--- src/rtl/deser_pkg.sv ---
// Shared types and helpers for the bit deserializer: output-register state
// and the bit counter width.
package deser_pkg;

    typedef enum logic {
        StEmpty,
        StFull
    } out_state_e;

    // Wide enough to hold every value from 0 to width.
    function automatic int unsigned cnt_width(input int unsigned width);
        return $clog2(width + 1);
    endfunction

endpackage

--- src/rtl/deser_shift_reg.sv ---
// Serial shift register and bit counter. Raises complete on the edge that
// accepts the WIDTH-th bit and exposes the full word combinationally.
module deser_shift_reg
    import deser_pkg::*;
#(
    parameter int unsigned WIDTH     = 8,
    parameter bit          MSB_FIRST = 1'b1
) (
    input  logic                             clk,
    input  logic                             rst,
    input  logic                             bit_i,
    input  logic                             bit_valid_i,
    input  logic                             clear_i,
    output logic [WIDTH-1:0]                 word_o,
    output logic                             complete_o,
    output logic [cnt_width(WIDTH)-1:0]      bit_count_o
);

    localparam int unsigned CntW = cnt_width(WIDTH);

    logic [WIDTH-1:0] shreg_q, shreg_d;
    logic [CntW-1:0]  count_q, count_d;
    logic             accept;

    assign accept = bit_valid_i & ~clear_i;

    // The shifted value already contains the incoming bit, so it doubles as
    // the completed word without waiting a cycle.
    always_comb begin
        if (MSB_FIRST) begin
            word_o = {shreg_q[WIDTH-2:0], bit_i};
        end else begin
            word_o = {bit_i, shreg_q[WIDTH-1:1]};
        end
    end

    assign complete_o = accept && (count_q == CntW'(WIDTH - 1));

    always_comb begin
        shreg_d = shreg_q;
        count_d = count_q;
        if (clear_i) begin
            count_d = '0;
        end else if (accept) begin
            shreg_d = word_o;
            count_d = complete_o ? '0 : count_q + CntW'(1);
        end
    end

    always_ff @(posedge clk or posedge rst) begin
        if (rst) begin
            shreg_q <= '0;
            count_q <= '0;
        end else begin
            shreg_q <= shreg_d;
            count_q <= count_d;
        end
    end

    assign bit_count_o = count_q;

endmodule

--- src/rtl/bit_deserializer.sv ---
// Packs a serial bit stream into WIDTH-bit words behind a one-entry
// valid/ready output register; flags words dropped under backpressure.
module bit_deserializer
    import deser_pkg::*;
#(
    parameter int unsigned WIDTH     = 8,
    parameter bit          MSB_FIRST = 1'b1
) (
    input  logic                         clk,
    input  logic                         rst,
    input  logic                         bit_in,
    input  logic                         bit_valid,
    input  logic                         clear,
    output logic [WIDTH-1:0]             word_out,
    output logic                         word_valid,
    input  logic                         word_ready,
    output logic [cnt_width(WIDTH)-1:0]  bit_count,
    output logic                         overflow
);

    out_state_e       state_q, state_d;
    logic [WIDTH-1:0] word_q, word_d;
    logic             overflow_q, overflow_d;
    logic [WIDTH-1:0] new_word;
    logic             complete;

    deser_shift_reg #(
        .WIDTH     (WIDTH),
        .MSB_FIRST (MSB_FIRST)
    ) u_shift (
        .clk         (clk),
        .rst         (rst),
        .bit_i       (bit_in),
        .bit_valid_i (bit_valid),
        .clear_i     (clear),
        .word_o      (new_word),
        .complete_o  (complete),
        .bit_count_o (bit_count)
    );

    always_comb begin
        state_d    = state_q;
        word_d     = word_q;
        overflow_d = 1'b0;
        unique case (state_q)
            StEmpty: begin
                if (complete) begin
                    word_d  = new_word;
                    state_d = StFull;
                end
            end
            StFull: begin
                if (complete && word_ready) begin
                    word_d = new_word;
                end else if (complete) begin
                    overflow_d = 1'b1;
                end else if (word_ready) begin
                    state_d = StEmpty;
                end
            end
            default: state_d = StEmpty;
        endcase
    end

    always_ff @(posedge clk or posedge rst) begin
        if (rst) begin
            state_q    <= StEmpty;
            word_q     <= '0;
            overflow_q <= 1'b0;
        end else begin
            state_q    <= state_d;
            word_q     <= word_d;
            overflow_q <= overflow_d;
        end
    end

    assign word_out   = word_q;
    assign word_valid = (state_q == StFull);
    assign overflow   = overflow_q;

endmodule

--- config.mk ---
export PLATFORM = sky130hd
export DESIGN_NAME = bit_deserializer
export DESIGN_NICKNAME = d
export VERILOG_FILES = /design/src/rtl/deser_pkg.sv /design/src/rtl/deser_shift_reg.sv /design/src/rtl/bit_deserializer.sv
export SDC_FILE = /design/constraint.sdc
export NUM_CORES = 1
export LEC_CHECK = 0
export BUFFER_PORTS_ARGS = -buffer_cell sky130_fd_sc_hd__buf_2
export CORE_MARGIN = 2
export CORE_UTILIZATION = 55
export DETAILED_ROUTE_END_ITERATION = 6
export PLACE_DENSITY = 0.79
export SYNTH_ARGS = -nofsm -noshare
export SYNTH_HDL_FRONTEND = slang
export SYNTH_HIERARCHICAL = 1
export SYNTH_SLANG_ARGS = --single-unit
export TNS_END_PERCENT = 20
--- constraint.sdc ---
create_clock -name clk -period 2.7 [get_ports clk]
set_clock_uncertainty 0.1 [all_clocks]
set_input_delay 0 -clock clk [delete_from_list [all_inputs] [get_ports clk]]
set_output_delay 0 -clock clk [all_outputs]
set_load 0.02 [all_outputs]
==> results.txt, run 1 <==
----------------------------------------------------
[Run status]
  Result of the run ... finished clean

[Logic synthesis]
  Area leader, netlist ... dfrtp_1
  Synth Cell Area ... 940 um2
  Sequential element share of the synthesized area ... 55.9%
  Number of instances in the synthesized netlist ... 62
  Share of the synthesized area in the top cell type ... 55.9%
  Net Count, Synth ... 69
  Yosys warning count ... 6
  Multiplexer area fraction after synthesis ... 24.6%
  Post-synthesis share of cell area spent on xor and xnor gates ... 0%
  Ranking of synthesized cells by area ... dfrtp_1 (56%), mux2_4 (18%), mux2_2 (4.8%)
  Synthesized-area fraction occupied by ao, oa, aoi and oai cells ... 2.26%
  Avg Inst Size Synth ... 15.2 um2
  Fraction of the mapped netlist area in adder cells ... 1.33%
  Synth Register Bits ... 21
  Combinational family with the most area after synthesis ... multiplexers
  Number of distinct library cells after synthesis ... 25
  Synth Area in Simple Gates ... 12.6%

[Clock network]
  Clock root cell ... clkbuf_4
  Sinks on Clock Net ... 21
  CTS buffer count ... 3
  CTS max path bufs ... 2
  Clock latency reported for the late side of the worst-skew pair ... 0.30 ns
  TritonCTS clock tree ... done
  H-Tree Depth ... 1
  Clk pin slew, worst setup/hold paths ... 0.11 ns
  # resized after CTS ... 0

[Placement]
  Placer's final routability congestion estimate ... 0.703
  IO buf count ... 19
  Post-place setup slack ... 0.967 ns

[GRT]
  First-pass GRT wire length ... 2.51 mm
  Via count of the first global-routing pass ... 564
  Pin count of the biggest net entering global routing ... 13
  Initial antenna violation count ... 0
  Congestion Overflow GR ... 0
  All-Layer GR Usage ... 18.0%

[Floorplanning]
  Std-Cell Rows ... 14
  Die Ht ... 45.3 um
  Initial cell density of the core ... 60.3%
  CORE AREA ... 1560 um2
  Ports ... 20
  Die ar. ... 2060 um2
  Floorplan die width ... 45.3 um

[Critical path]
  Critical path required time ... 2.79 ns
  Kind of start point of the critical path ... flip-flop
  Highest fanout seen on the critical path ... 8
  Worst setup path category ... flip-flop to flip-flop
  Endpoint arrival time on the critical path ... 1.85 ns
  Number of cell instances on the worst register-to-register path ... 5
  CP endpoint kind ... flip-flop

[Timing]
  Hold Violations, Final ... 0
  Final max-slew violation count ... 0
  Setup ws final ... 0.940 ns
  Relative slew slack ... 72.2%
  Final sum of negative setup slack ... 0 ns
  Actual transition at the worst max-transition pin ... 0.417 ns
  Post-route fraction of the period consumed by the critical path ... 65.2%
  Setup repair after global routing missed its margin ... no
  Post-layout minimum cycle time ... 1.76 ns
  Final setup violating endpoints ... 0
  Highest clock rate ... 0.568 GHz

[Drt]
  Post-route DRC ... 0
  Via Count ... 538
  Routed Antenna Nets ... 0
  Vias per std cell ... 5.12
  Iteration-0 DRC count of the detailed router ... 4
  Routed wire length ... 1.52 mm
  Per-cell routed wire length ... 14.5 um
  First drt pass iteration count ... 3

[Final layout]
  Count of fill cells added during filler insertion ... 113
  Highest-count cells in the layout ignoring fill and taps ... dfrtp_1 (21), buf_2 (19), mux2_4 (11)
  Most common library cell in the layout ignoring fill and taps ... dfrtp_1
  Post-layout nets ... 97
  # diodes ... 0
  Fraction of final layout cells sized beyond drive strength 1 ... 48.3%
  Share of the core filled with cells in the final layout ... 72.1%
  Area growth from synthesis to layout ... 19.6%

[Run]
  Max-cap violations ... 0

[Power]
  Max VDD drop ... 0.344 mV
  Pwr Density ... 557 nW/um2
  Total power after layout ... 0.000625 W
  Leakage power figure ... 0.631 nW

[Worst hold path]
  Type of the most critical hold path ... primary input to asynchronous set/reset pin

----------------------------------------------------
-- worst max-delay path: stages, from the launching register on --
cell,delay [ns]
dfrtp_1,0.44
ha_1,0.24
and3b_1,0.20
and2_1,0.19
nand2_4,0.16
mux2_4,0.32
-- power breakdown --
group          internal [W]  leakage (nW)   total, W  switching, W
sequential         0.000357         0.278   0.000390     0.0000334
clock             0.0000551        0.0177   0.000146     0.0000907
combinational     0.0000575         0.336  0.0000895     0.0000319
total              0.000469         0.631   0.000625      0.000156
-- cells in the mapped netlist, drive strengths merged --
cell	number
dfrtp	21
nand2	2
nor3	1
mux2	16
nand4	1
ha	1
nand3b	1
inv	3
nor2b	2
a21oi	1
nand2b	3
nor2	2
buf	2
or3b	1
mux2i	1
and2	1
and3b	1
a21bo	1
o22ai	1
-- stage by stage --
stage | cells | hold slack, ns | cell area (um2)
finish | 105 | 0.112 | 1120
global route | 105 | 0.135 | 1120
CTS | 105 | 0.111 | 1120
detailed placement | 95 | -0.102 | 1040
global placement | 95 | -0.111 | 1040
floorplan | 62 | -0.260 | 940
-- state kept, by name, indices dropped and copies added (netlist names) --
signal               flops
word_valid               1
u_shift/shreg_q          7
u_shift/bit_count_o      4
word_out                 8
overflow                 1
-- final cells by class --
cell class	instances	area, um2	area share [%]
well taps	16	20.0	1.78
inverters	3	11.3	1.00
flip-flops and latches	21	526	46.8
repair buffers	25	155	13.8
clock buffers	3	22.5	2.00
clock inverters	1	5.00	0.445
multi-input cells	36	384	34.2
-- timing repair --
action / 4_1_cts / 5_1_grt
endpoints found under the hold margin: 28 / 0
hold buffers: 6 / 0
setup buffers: 0 / 0
-- cell families after synthesis --
| family | Yosys count |
|---|---|
| AO/OA/AOI/OAI | 3 |
| adder cells (fa/ha/maj) | 1 |
| buffers and inverters | 5 |
| flip-flops | 21 |
| multiplexers | 17 |
| AND/OR/NAND/NOR | 15 |
-- routing by layer --
metal,wire length [um],global-route usage (%),vias to the layer above,share of wire [%]
li1,-,-,265,-
met1,612,21.2,261,40
met2,855,31.1,10,56
met3,46,2.40,2,3.0
met4,9,10.6,0,0.59
met5,0,0,-,0
-- worst paths after layout --
kind,from,end,slack [ns]
min reg2reg,u_shift/shreg_q[6],word_out[7],0.41
max in group asynchronous,rst,u_shift/bit_count_o[0],2.07
min in group clk,bit_in,u_shift/shreg_q[0],0.38
min,rst,word_out[5],0.11
max reg2reg,u_shift/bit_count_o[1],word_out[3],0.94
max,u_shift/bit_count_o[1],word_out[3],0.94
No activity file was read; power rests on OpenSTA's default activity.
==> inputs of run 2 (changes only) <==
- CORE_UTILIZATION: 55 -> 51
- PLACE_DENSITY: 0.79 -> 0.74
- clock period: 2.7 -> 1.8 ns (I/O delays scaled with it)
==> run 2 against run 1 <==
Compared with the run above: final area up 0.67%; clock-buffer cell count increased by 1; die area is 7.1% higher; first-iteration DRC count is 50% lower; cell count grew 8.6%; sequential cell count did not move; worst hold slack improved by 0.011 ns; sequential power increased by 49%.
==> results.txt, run 2 (synthesis results as in run 1) <==
----------------------------------------------------
[Timing]
  Actual transition at the worst max-transition pin ... 0.435 ns (was 0.417 ns)
  Highest clock rate ... 0.576 GHz (was 0.568 GHz)
  Setup repair after global routing missed its margin ... no (unchanged)
  Final setup violating endpoints ... 0 (unchanged)
  Hold Violations, Final ... 0 (unchanged)
  Final sum of negative setup slack ... 0 ns (unchanged)
  Post-layout minimum cycle time ... 1.73 ns (was 1.76 ns)
  Setup ws final ... 0.0650 ns (was 0.940 ns)
  Final max-slew violation count ... 0 (unchanged)
  Post-route fraction of the period consumed by the critical path ... 96.4% (was 65.2%)
  Relative slew slack ... 71.0% (was 72.2%)

[Power]
  Pwr Density ... 825 nW/um2 (was 557 nW/um2)
  Max VDD drop ... 0.527 mV (was 0.344 mV)
  Leakage power figure ... 0.627 nW (was 0.631 nW)

[Critical path]
  Delay of the slowest critical-path stage ... 0.43 ns (was 0.44 ns)
  Worst setup path category ... flip-flop to flip-flop (unchanged)
  Critical path's slowest cell ... dfrtp_1 (unchanged)
  CP endpoint kind ... flip-flop (unchanged)
  Top delay family on crit path ... simple AND/OR/NAND/NOR gates (unchanged)
  Highest fanout seen on the critical path ... 8 (unchanged)
  Endpoint arrival time on the critical path ... 1.82 ns (was 1.85 ns)
  Kind of start point of the critical path ... flip-flop (unchanged)
  Crit path cell chain ... ha_1 > and3b_1 > and2_1 > nand2_4 > mux2_4 (unchanged)
  Critical path buffers and inverters ... 0 (unchanged)
  Critical path required time ... 1.88 ns (was 2.79 ns)

[GRT]
  First-pass GRT wire length ... 2.46 mm (was 2.51 mm)
  Congestion Overflow GR ... 0 (unchanged)
  All-Layer GR Usage ... 16.3% (was 18.0%)
  Initial antenna violation count ... 0 (unchanged)
  Via count of the first global-routing pass ... 560 (was 564)
  Pin count of the biggest net entering global routing ... 12 (was 13)

[Drt]
  Routed Antenna Nets ... 0 (unchanged)
  First drt pass iteration count ... 4 (was 3)
  Iteration-0 DRC count of the detailed router ... 2 (was 4)
  Via Count ... 557 (was 538)
  Post-route DRC ... 0 (unchanged)
  Routed wire length ... 1.47 mm (was 1.52 mm)
  Vias per std cell ... 4.89 (was 5.12)
  Per-cell routed wire length ... 12.9 um (was 14.5 um)

[Placement]
  IO buf count ... 19 (unchanged)
  Placer's final routability congestion estimate ... 0.682 (was 0.703)
  Placed cell area ... 1050 um2 (was 1040 um2)
  Post-place setup slack ... 0.0861 ns (was 0.967 ns)
  Half-perimeter wire length after placement ... 1.11 mm

[Floorplanning]
  Floorplan die width ... 46.9 um (was 45.3 um)
  Die ar. ... 2200 um2 (was 2060 um2)
  Ports ... 20 (unchanged)
  Die Ht ... 46.9 um (was 45.3 um)
  Initial cell density of the core ... 54.4% (was 60.3%)
  Std-Cell Rows ... 15 (was 14)
  CORE AREA ... 1730 um2 (was 1560 um2)

[Final layout]
  Area growth from synthesis to layout ... 20.4% (was 19.6%)
  Fraction of final layout cells sized beyond drive strength 1 ... 48.3% (unchanged)
  Share of the core filled with cells in the final layout ... 65.5% (was 72.1%)
  Most common library cell in the layout ignoring fill and taps ... dfrtp_1 (unchanged)
  Max FFs per register ... 8 (unchanged)
  Post-layout nets ... 97 (unchanged)
  # diodes ... 0 (unchanged)
  Cell area after layout ... 1130 um2 (was 1120 um2)
  Count of fill cells added during filler insertion ... 149 (was 113)
  Highest-count cells in the layout ignoring fill and taps ... dfrtp_1 (21), buf_2 (19), mux2_4 (11) (unchanged)

[Run]
  Max-cap violations ... 0 (unchanged)

[Clock network]
  CTS max path bufs ... 2 (unchanged)
  Sinks on Clock Net ... 21 (unchanged)
  Clk pin slew, worst setup/hold paths ... 0.11 ns (about the same)
  Clock root cell ... clkbuf_4 (unchanged)
  H-Tree Depth ... 1 (unchanged)
  Post CTS Setup Buffer Count ... 0 (unchanged)
  TritonCTS clock tree ... done (unchanged)
  CTS buffer count ... 3 (unchanged)
  Clock latency reported for the late side of the worst-skew pair ... 0.29 ns (was 0.30 ns)

[Worst hold path]
  Type of the most critical hold path ... primary input to asynchronous set/reset pin (unchanged)

[Run status]
  Result of the run ... finished clean (unchanged)

----------------------------------------------------
==> run 2: cell types whose count changed in the layout (fill, tap and decap cells not counted) <==
cell	change
clkbuf_1	+1
clkinv_2	-1
buf_4	+1
dlygate4sd3_1	-1
==> run 2: per-layer routing <==
metal	GRT usage [%]	share of wire, %	vias to the layer above
li1	-	-	269
met1	21.8	47	273
met2	25.8	49	13
met3	3.46	4.1	2
met4	6.67	0.41	0
met5	0	0	-
==> run 2: area by class of cell <==
class,count,area [um2],area share [%]
flip-flops and latches,21,526,46.5
repair buffers,25,153,13.5
inverters,3,11.3,0.996
multi-input cells,36,384,34.0
clock buffers,4,26.3,2.32
well taps,25,31.3,2.77
==> run 2: where the power goes <==
group / internal (W) / leakage [nW] / switching, W
Sequential: 0.000535 / 0.278 / 0.0000461
Combinational: 0.0000881 / 0.334 / 0.0000509
Clock: 0.0000860 / 0.0150 / 0.000127
Total: 0.000709 / 0.627 / 0.000224
==> run 2: worst reg2reg max path, stage by stage, from the launching register on <==
cell     delay (ns)
dfrtp_1        0.43
ha_1           0.24
and3b_1        0.21
and2_1         0.19
nand2_4        0.15
mux2_4         0.31
==> run 2: timing repair <==
action | in CTS | in global routing
endpoints found under the setup margin | 0 | 0
hold buffers | 5 | 0
endpoints found under the hold margin | 28 | 0
resized for setup | 0 | 0
==> run 2: path summary, 6_finish.rpt <==
kind | slack (ns) | cells after the start | endpoint | from
max | 0.07 | 5 | word_out[2] | u_shift/bit_count_o[1]
min | 0.12 | 3 | word_out[7] | rst
max reg2reg | 0.07 | 5 | word_out[2] | u_shift/bit_count_o[1]
min reg2reg | 0.42 | 1 | word_out[7] | u_shift/shreg_q[6]
max in group asynchronous | 1.15 | 3 | u_shift/shreg_q[0] | rst
min in group clk | 0.40 | 3 | u_shift/shreg_q[0] | bit_in
==> run 2: through the flow <==
stage	hold slack (ns)	power (W)	std cells
floorplan	-0.260	0.000683	62
global placement	-0.105	0.000715	105
detailed placement	-0.0978	0.000725	105
CTS	0.126	0.000947	114
global route	0.149	0.000994	114
finish	0.123	0.000934	114
